<file path="config.mk">
export PLATFORM = sky130hd
export DESIGN_NAME = decrypt_pipe_unscramble_shift
export DESIGN_NICKNAME = d
export VERILOG_FILES = /design/src/rtl/decrypt_pipe_unscramble_shift_pkg.sv /design/src/rtl/decrypt_pipe_unscramble_shift_alpha_unrotate.sv /design/src/rtl/decrypt_pipe_unscramble_shift.sv
export SDC_FILE = /design/constraint.sdc
export NUM_CORES = 1
export LEC_CHECK = 0
export CORE_MARGIN = 2
export CORE_UTILIZATION = 54
export CTS_CLUSTER_DIAMETER = 40
export DETAILED_ROUTE_END_ITERATION = 6
export PLACE_DENSITY = 0.92
export SLEW_MARGIN = 20
export SYNTH_ARGS = -nofsm -noshare
export SYNTH_HDL_FRONTEND = slang
export SYNTH_SLANG_ARGS = --single-unit
</file>
<file path="constraint.sdc">
create_clock -name clk -period 4.52 [get_ports clk]
set_clock_uncertainty 0.2 [all_clocks]
set_input_delay 1.356 -clock clk [delete_from_list [all_inputs] [get_ports clk]]
set_output_delay 1.356 -clock clk [all_outputs]
set_load 0.02 [all_outputs]
</file>
<file path="src/rtl/decrypt_pipe_unscramble_shift_pkg.sv">
// rtl/decrypt_pipe_unscramble_shift_pkg.sv - shared constants, types and helpers for the decrypt shift/scramble stage
package decrypt_config;

  // Forward bit permutation used by the encrypt side: scrambled[i] = plain[PERM_i]
  localparam int PERM_0 = 5;
  localparam int PERM_1 = 2;
  localparam int PERM_2 = 7;
  localparam int PERM_3 = 0;
  localparam int PERM_4 = 6;
  localparam int PERM_5 = 3;
  localparam int PERM_6 = 1;
  localparam int PERM_7 = 4;

  // Inverse mapping: INV_PERM_j is the i for which PERM_i == j, so plain[j] = scrambled[INV_PERM_j]
  localparam int INV_PERM_0 = 3;
  localparam int INV_PERM_1 = 6;
  localparam int INV_PERM_2 = 1;
  localparam int INV_PERM_3 = 5;
  localparam int INV_PERM_4 = 7;
  localparam int INV_PERM_5 = 0;
  localparam int INV_PERM_6 = 4;
  localparam int INV_PERM_7 = 2;

  localparam logic [7:0] UPPER_BASE = 8'd65;
  localparam logic [7:0] LOWER_BASE = 8'd97;
  localparam int         ALPHA_SIZE = 26;

  typedef enum logic [1:0] {
    CLS_OTHER,
    CLS_UPPER,
    CLS_LOWER
  } char_class_t;

  typedef struct packed {
    logic [7:0]  u;
    char_class_t cls;
    logic        shift_en;
    logic [3:0]  shift_amt;
  } s1_t;

  // Encrypt-direction permutation, used to build stimulus
  function automatic logic [7:0] scramble(input logic [7:0] p);
    scramble = {p[PERM_7], p[PERM_6], p[PERM_5], p[PERM_4],
                p[PERM_3], p[PERM_2], p[PERM_1], p[PERM_0]};
  endfunction

  // Undo the encrypt permutation
  function automatic logic [7:0] unscramble(input logic [7:0] d);
    unscramble = {d[INV_PERM_7], d[INV_PERM_6], d[INV_PERM_5], d[INV_PERM_4],
                  d[INV_PERM_3], d[INV_PERM_2], d[INV_PERM_1], d[INV_PERM_0]};
  endfunction

  // ASCII letter classification on the unscrambled byte
  function automatic char_class_t classify(input logic [7:0] u);
    if (u >= 8'd65 && u <= 8'd90) begin
      classify = CLS_UPPER;
    end else if (u >= 8'd97 && u <= 8'd122) begin
      classify = CLS_LOWER;
    end else begin
      classify = CLS_OTHER;
    end
  endfunction

endpackage

</file>
<file path="src/rtl/decrypt_pipe_unscramble_shift_alpha_unrotate.sv">
// rtl/decrypt_pipe_unscramble_shift_alpha_unrotate.sv - combinational inverse mod-26 rotation of a classified byte
module alpha_unrotate
  import decrypt_config::*;
#(
  parameter int ALPHA_SIZE = 26
) (
  input  logic [7:0]  i_u,
  input  char_class_t i_cls,
  input  logic        i_shift_en,
  input  logic [3:0]  i_amt,
  output logic [7:0]  o_data,
  output logic        o_rotated
);

  logic [7:0] w_base;
  logic [7:0] w_idx;
  logic [7:0] w_amt;
  logic [7:0] w_out_idx;
  logic       w_rotate;

  // Index arithmetic: subtract the shift and wrap by adding the alphabet size back when it underflows
  always_comb begin
    w_base    = (i_cls == CLS_UPPER) ? UPPER_BASE : LOWER_BASE;
    w_idx     = i_u - w_base;
    w_amt     = {4'd0, i_amt};
    w_rotate  = i_shift_en && (i_cls != CLS_OTHER);
    if (w_idx >= w_amt) begin
      w_out_idx = w_idx - w_amt;
    end else begin
      w_out_idx = w_idx + 8'(ALPHA_SIZE) - w_amt;
    end
    o_data    = w_rotate ? (w_base + w_out_idx) : i_u;
    o_rotated = w_rotate;
  end

endmodule

</file>
<file path="src/rtl/decrypt_pipe_unscramble_shift.sv">
// rtl/decrypt_pipe_unscramble_shift.sv - 2-stage elastic unscramble + inverse rotation pipe
module decrypt_pipe_unscramble_shift
  import decrypt_config::*;
#(
  parameter int ALPHA_SIZE = 26,
  parameter int CNT_W      = 16
) (
  input  logic             clk,
  input  logic             rst,
  input  logic             in_valid,
  output logic             in_ready,
  input  logic [7:0]       din,
  input  logic             mode,
  input  logic             shift_en,
  input  logic [3:0]       shift_amt,
  output logic             out_valid,
  input  logic             out_ready,
  output logic [7:0]       data_out,
  output logic [CNT_W-1:0] alpha_cnt
);

  s1_t              r_s1;
  logic             r_s1_valid;
  logic             r_s2_valid;
  logic [7:0]       r_s2_data;
  logic             r_s2_rot;
  logic [CNT_W-1:0] r_cnt;

  logic             w_s2_load_ok;
  logic             w_s1_adv;
  logic             w_in_xfer;
  logic             w_out_xfer;
  logic [7:0]       w_u;
  logic [7:0]       w_plain;
  logic             w_rot;
  s1_t              w_s1_next;

  // S2 frees up when empty or draining; S1 frees up when empty or moving into S2.
  // mode=1 closes the input side only, so in-flight bytes still drain.
  assign w_s2_load_ok = !r_s2_valid || out_ready;
  assign w_s1_adv     = r_s1_valid && w_s2_load_ok;
  assign in_ready     = !mode && (!r_s1_valid || w_s2_load_ok);
  assign w_in_xfer    = in_valid && in_ready;
  assign w_out_xfer   = r_s2_valid && out_ready;
  assign w_u          = unscramble(din);

  // Build the S1 payload from the incoming byte
  always_comb begin
    w_s1_next           = '0;
    w_s1_next.u         = w_u;
    w_s1_next.cls       = classify(w_u);
    w_s1_next.shift_en  = shift_en;
    w_s1_next.shift_amt = shift_amt;
  end

  alpha_unrotate #(
    .ALPHA_SIZE (ALPHA_SIZE)
  ) u_unrotate (
    .i_u        (r_s1.u),
    .i_cls      (r_s1.cls),
    .i_shift_en (r_s1.shift_en),
    .i_amt      (r_s1.shift_amt),
    .o_data     (w_plain),
    .o_rotated  (w_rot)
  );

  // Stage 1: capture unscrambled byte, class and shift controls on an input transfer
  always_ff @(posedge clk or posedge rst) begin
    if (rst) begin
      r_s1_valid <= 1'b0;
      r_s1       <= '0;
    end else if (w_in_xfer) begin
      r_s1_valid <= 1'b1;
      r_s1       <= w_s1_next;
    end else if (w_s1_adv) begin
      r_s1_valid <= 1'b0;
    end
  end

  // Stage 2: register the plaintext byte; holds steady while stalled
  always_ff @(posedge clk or posedge rst) begin
    if (rst) begin
      r_s2_valid <= 1'b0;
      r_s2_data  <= 8'h00;
      r_s2_rot   <= 1'b0;
    end else if (w_s2_load_ok) begin
      r_s2_valid <= r_s1_valid;
      if (r_s1_valid) begin
        r_s2_data <= w_plain;
        r_s2_rot  <= w_rot;
      end
    end
  end

  // Count rotated letters as they leave the block, sticking at all-ones
  always_ff @(posedge clk or posedge rst) begin
    if (rst) begin
      r_cnt <= '0;
    end else if (w_out_xfer && r_s2_rot && (r_cnt != '1)) begin
      r_cnt <= r_cnt + 1'b1;
    end
  end

  assign out_valid = r_s2_valid;
  assign data_out  = r_s2_data;
  assign alpha_cnt = r_cnt;

endmodule

</file>
==> metrics.txt <==
Max Cap Viol 0; RSZ-0062 raised after global routing no; Tmin final 4.357 ns; TritonCTS clock tree yes; global-route wire length before repair 9549 um; layout overhead on the synthesized area 22.27%; Synth Cell Area 2703 sq um; clock sinks 42; Finished Core Util slightly below 70%; worst-path fanout max 3; CTS buffer count 5; crit share post-route 96.40%; drt initial violations ~110; Crit path top cell by count clkdlybuf4s50_1; syn nets around 310; outcome completed; Crit path required time 2.96 ns; Detail Route Antenna Nets 0; later-pin clock latency in the skew report approximately 0.3 ns; Initial Util between 50% and 60%; clk buf depth 2; Hold Worst Slack between 0.2 and 0.3 ns; Vert. Die Dim 74.75 um; ANT cells 0; cells along the critical path clkdlybuf4s50_1, nor2b_1, a21oi_1, clkdlybuf4s50_1; Power Density about 470 nW/um^2; vias between 2000 and 2500; final wirelength around 5700 um; ys flop type dfrtp_1; Syn Inst Count between 200 and 300; Crit Path Category in -> out; largest net degree at the start of global routing 43; relative slew slack 54.07%; H-Tree Depth 2; Final setup viols 0; drt drc 0; Post-CTS Setup Inserts 0; gp weighted congestion ~0.85; CP endpoint kind primary output; Max IR drop VDD about 0.29 mV; vias in the first global route roughly 2000; Final Hold Viols 0; Critical-path top delay cell clkdlybuf4s50_1; crit start category input pin; Max Slew Vio Count 0; die width about 75 um; Port Buffers 43; Root Buffer clkbuf_8; leak pwr approximately 1.5 nW; worst-margin pin slew between 0.6 and 0.7 ns; setup TNS 0 ns; FF+latch count, synth 42; Worst-path clk slew approximately 0.080 ns; Top-Level Pins 44; Core Footprint 4786 sq um; Setup WS pre-CTS between 0.15 and 0.2 ns; Synth async-reset ratio 100.0%; CP arrival between 2 and 3 ns; yosys warns 0; DRT Pass-1 Iters 4; cell row count 25; post-DP HPWL about 4500 um; synthesized area per cell roughly 10 sq um; share of cells above drive strength 1 11.75%; die area approximately 5600 sq um; total track usage about 23%; grt total ovfl 0; Netlist cell types roughly 50; initial antenna violation count 0; # hold bufs at CTS 0; DR WL/cell about 15 um; post-CTS resize count 0; routed vias/inst 5.461; Max Clock Freq about 230 MHz; Post-synth EDFFs 0; Hold/Removal Path Class reg -> reg; sequential share of the synthesized area between 30% and 40%; final worst setup slack around 0.16 ns; CP peak stage delay roughly 0.64 ns; Final #Nets 353
==> metal layers <==
metal / GRT usage, % / vias to the layer above / part of all wire (%)
met5: 0 / - / 0
met4: 6.746 / 0 / 1.2
met3: 4.150 / 8 / 4.4
met2: 38.84 / 57 / 51
met1: 29.15 / 1008 / 43
li1: - / 1013 / -
==> cell usage in the layout, fill, tap and decap left out, types with 6 or more instances in the layout <==
| master | count |
|---|---|
| a21oi_1 | 9 |
| and3_1 | 6 |
| clkbuf_8 | 6 |
| clkdlybuf4s50_1 | 43 |
| dfrtp_1 | 42 |
| ha_1 | 18 |
| inv_1 | 23 |
| mux2_2 | 14 |
| mux2i_1 | 7 |
| nand2_1 | 23 |
| nand3_1 | 6 |
| nor2_1 | 11 |
| o21ai_0 | 9 |
| xnor2_1 | 22 |
| xor2_1 | 11 |
==> worst max-delay path, delay by kind of cell <==
| kind | cells | cell delay, ns |
|---|---|---|
| buf+inv | 2 | 1.16 |
| compound gates | 1 | 0.20 |
| simple gates | 1 | 0.08 |
==> final timing paths <==
path / from / endpoint / slack [ns] / cells after the start
worst min register to register: alpha_cnt[4] / alpha_cnt[4] / 0.29 / 1
worst min-delay path: alpha_cnt[4] / alpha_cnt[4] / 0.29 / 1
max in group asynchronous: rst / data_out[3] / 2.46 / 3
worst max register to register: r_s1[7] / data_out[6] / 0.35 / 18
min in group asynchronous: rst / r_s1[6] / 1.29 / 3
worst max-delay path: out_ready / in_ready / 0.16 / 4
==> area by class of cell <==
cell class	count	area (sq um)
Multi-Input combinational cell	195	1528
Fill cell	367	1481
Sequential cell	42	1051
Timing Repair Buffer	47	460.4
Inverter	23	86.33
Tap cell	67	83.83
Clock buffer	6	82.58
Clock inverter	2	12.51
==> report_power, final <==
part / total [mW] / switching, mW / internal, mW
Sequential: 0.485 / 0.0532 / 0.432
Combinational: 0.825 / 0.437 / 0.388
Clock: 0.256 / 0.133 / 0.123
Total: 1.57 / 0.623 / 0.942
==> synthesized netlist by cell type, drive strengths merged (3+ instances only) <==
library cell / n / area, sq um
a31oi: 3 / 31.28
nor4b: 4 / 35.03
or2: 3 / 18.77
nand4: 3 / 18.77
a21oi: 10 / 53.80
mux2i: 7 / 70.07
or3: 3 / 18.77
and3: 6 / 37.54
xor2: 12 / 112.6
fa: 3 / 60.06
nor3: 4 / 25.02
o21ai: 12 / 60.05
and4: 3 / 26.28
xnor2: 22 / 192.7
ha: 18 / 225.2
nand2: 24 / 97.59
dfrtp: 42 / 1051
inv: 23 / 86.33
mux2: 14 / 157.7
clkbuf: 4 / 15.01
nand3: 6 / 30.03
nand2b: 3 / 18.77
nor2: 11 / 41.29
==> stage by stage <==
stage	total power, mW	instance area [sq um]	cells
finish	1.565	3304	382
global route	1.680	3304	382
CTS	1.571	3304	382
detailed placement	1.315	3209	374
global placement	1.271	3209	374
floorplan	1.096	2703	266
==> sequential cells by signal, summed over array words and instances (netlist names) <==
signal	cells
out_valid	1
alpha_cnt	16
r_s2_rot	1
r_s1	15
data_out	8
r_s1_valid	1
==> cells by family after synthesis <==
family,synth area share (%)
compound gates,10.23
xor+xnor,11.30
buf+inv,4.583
simple gates,16.02
mux,8.426
fa+ha+maj,10.56
flops,38.89
Note: power is estimated with default switching activity, not from simulation.
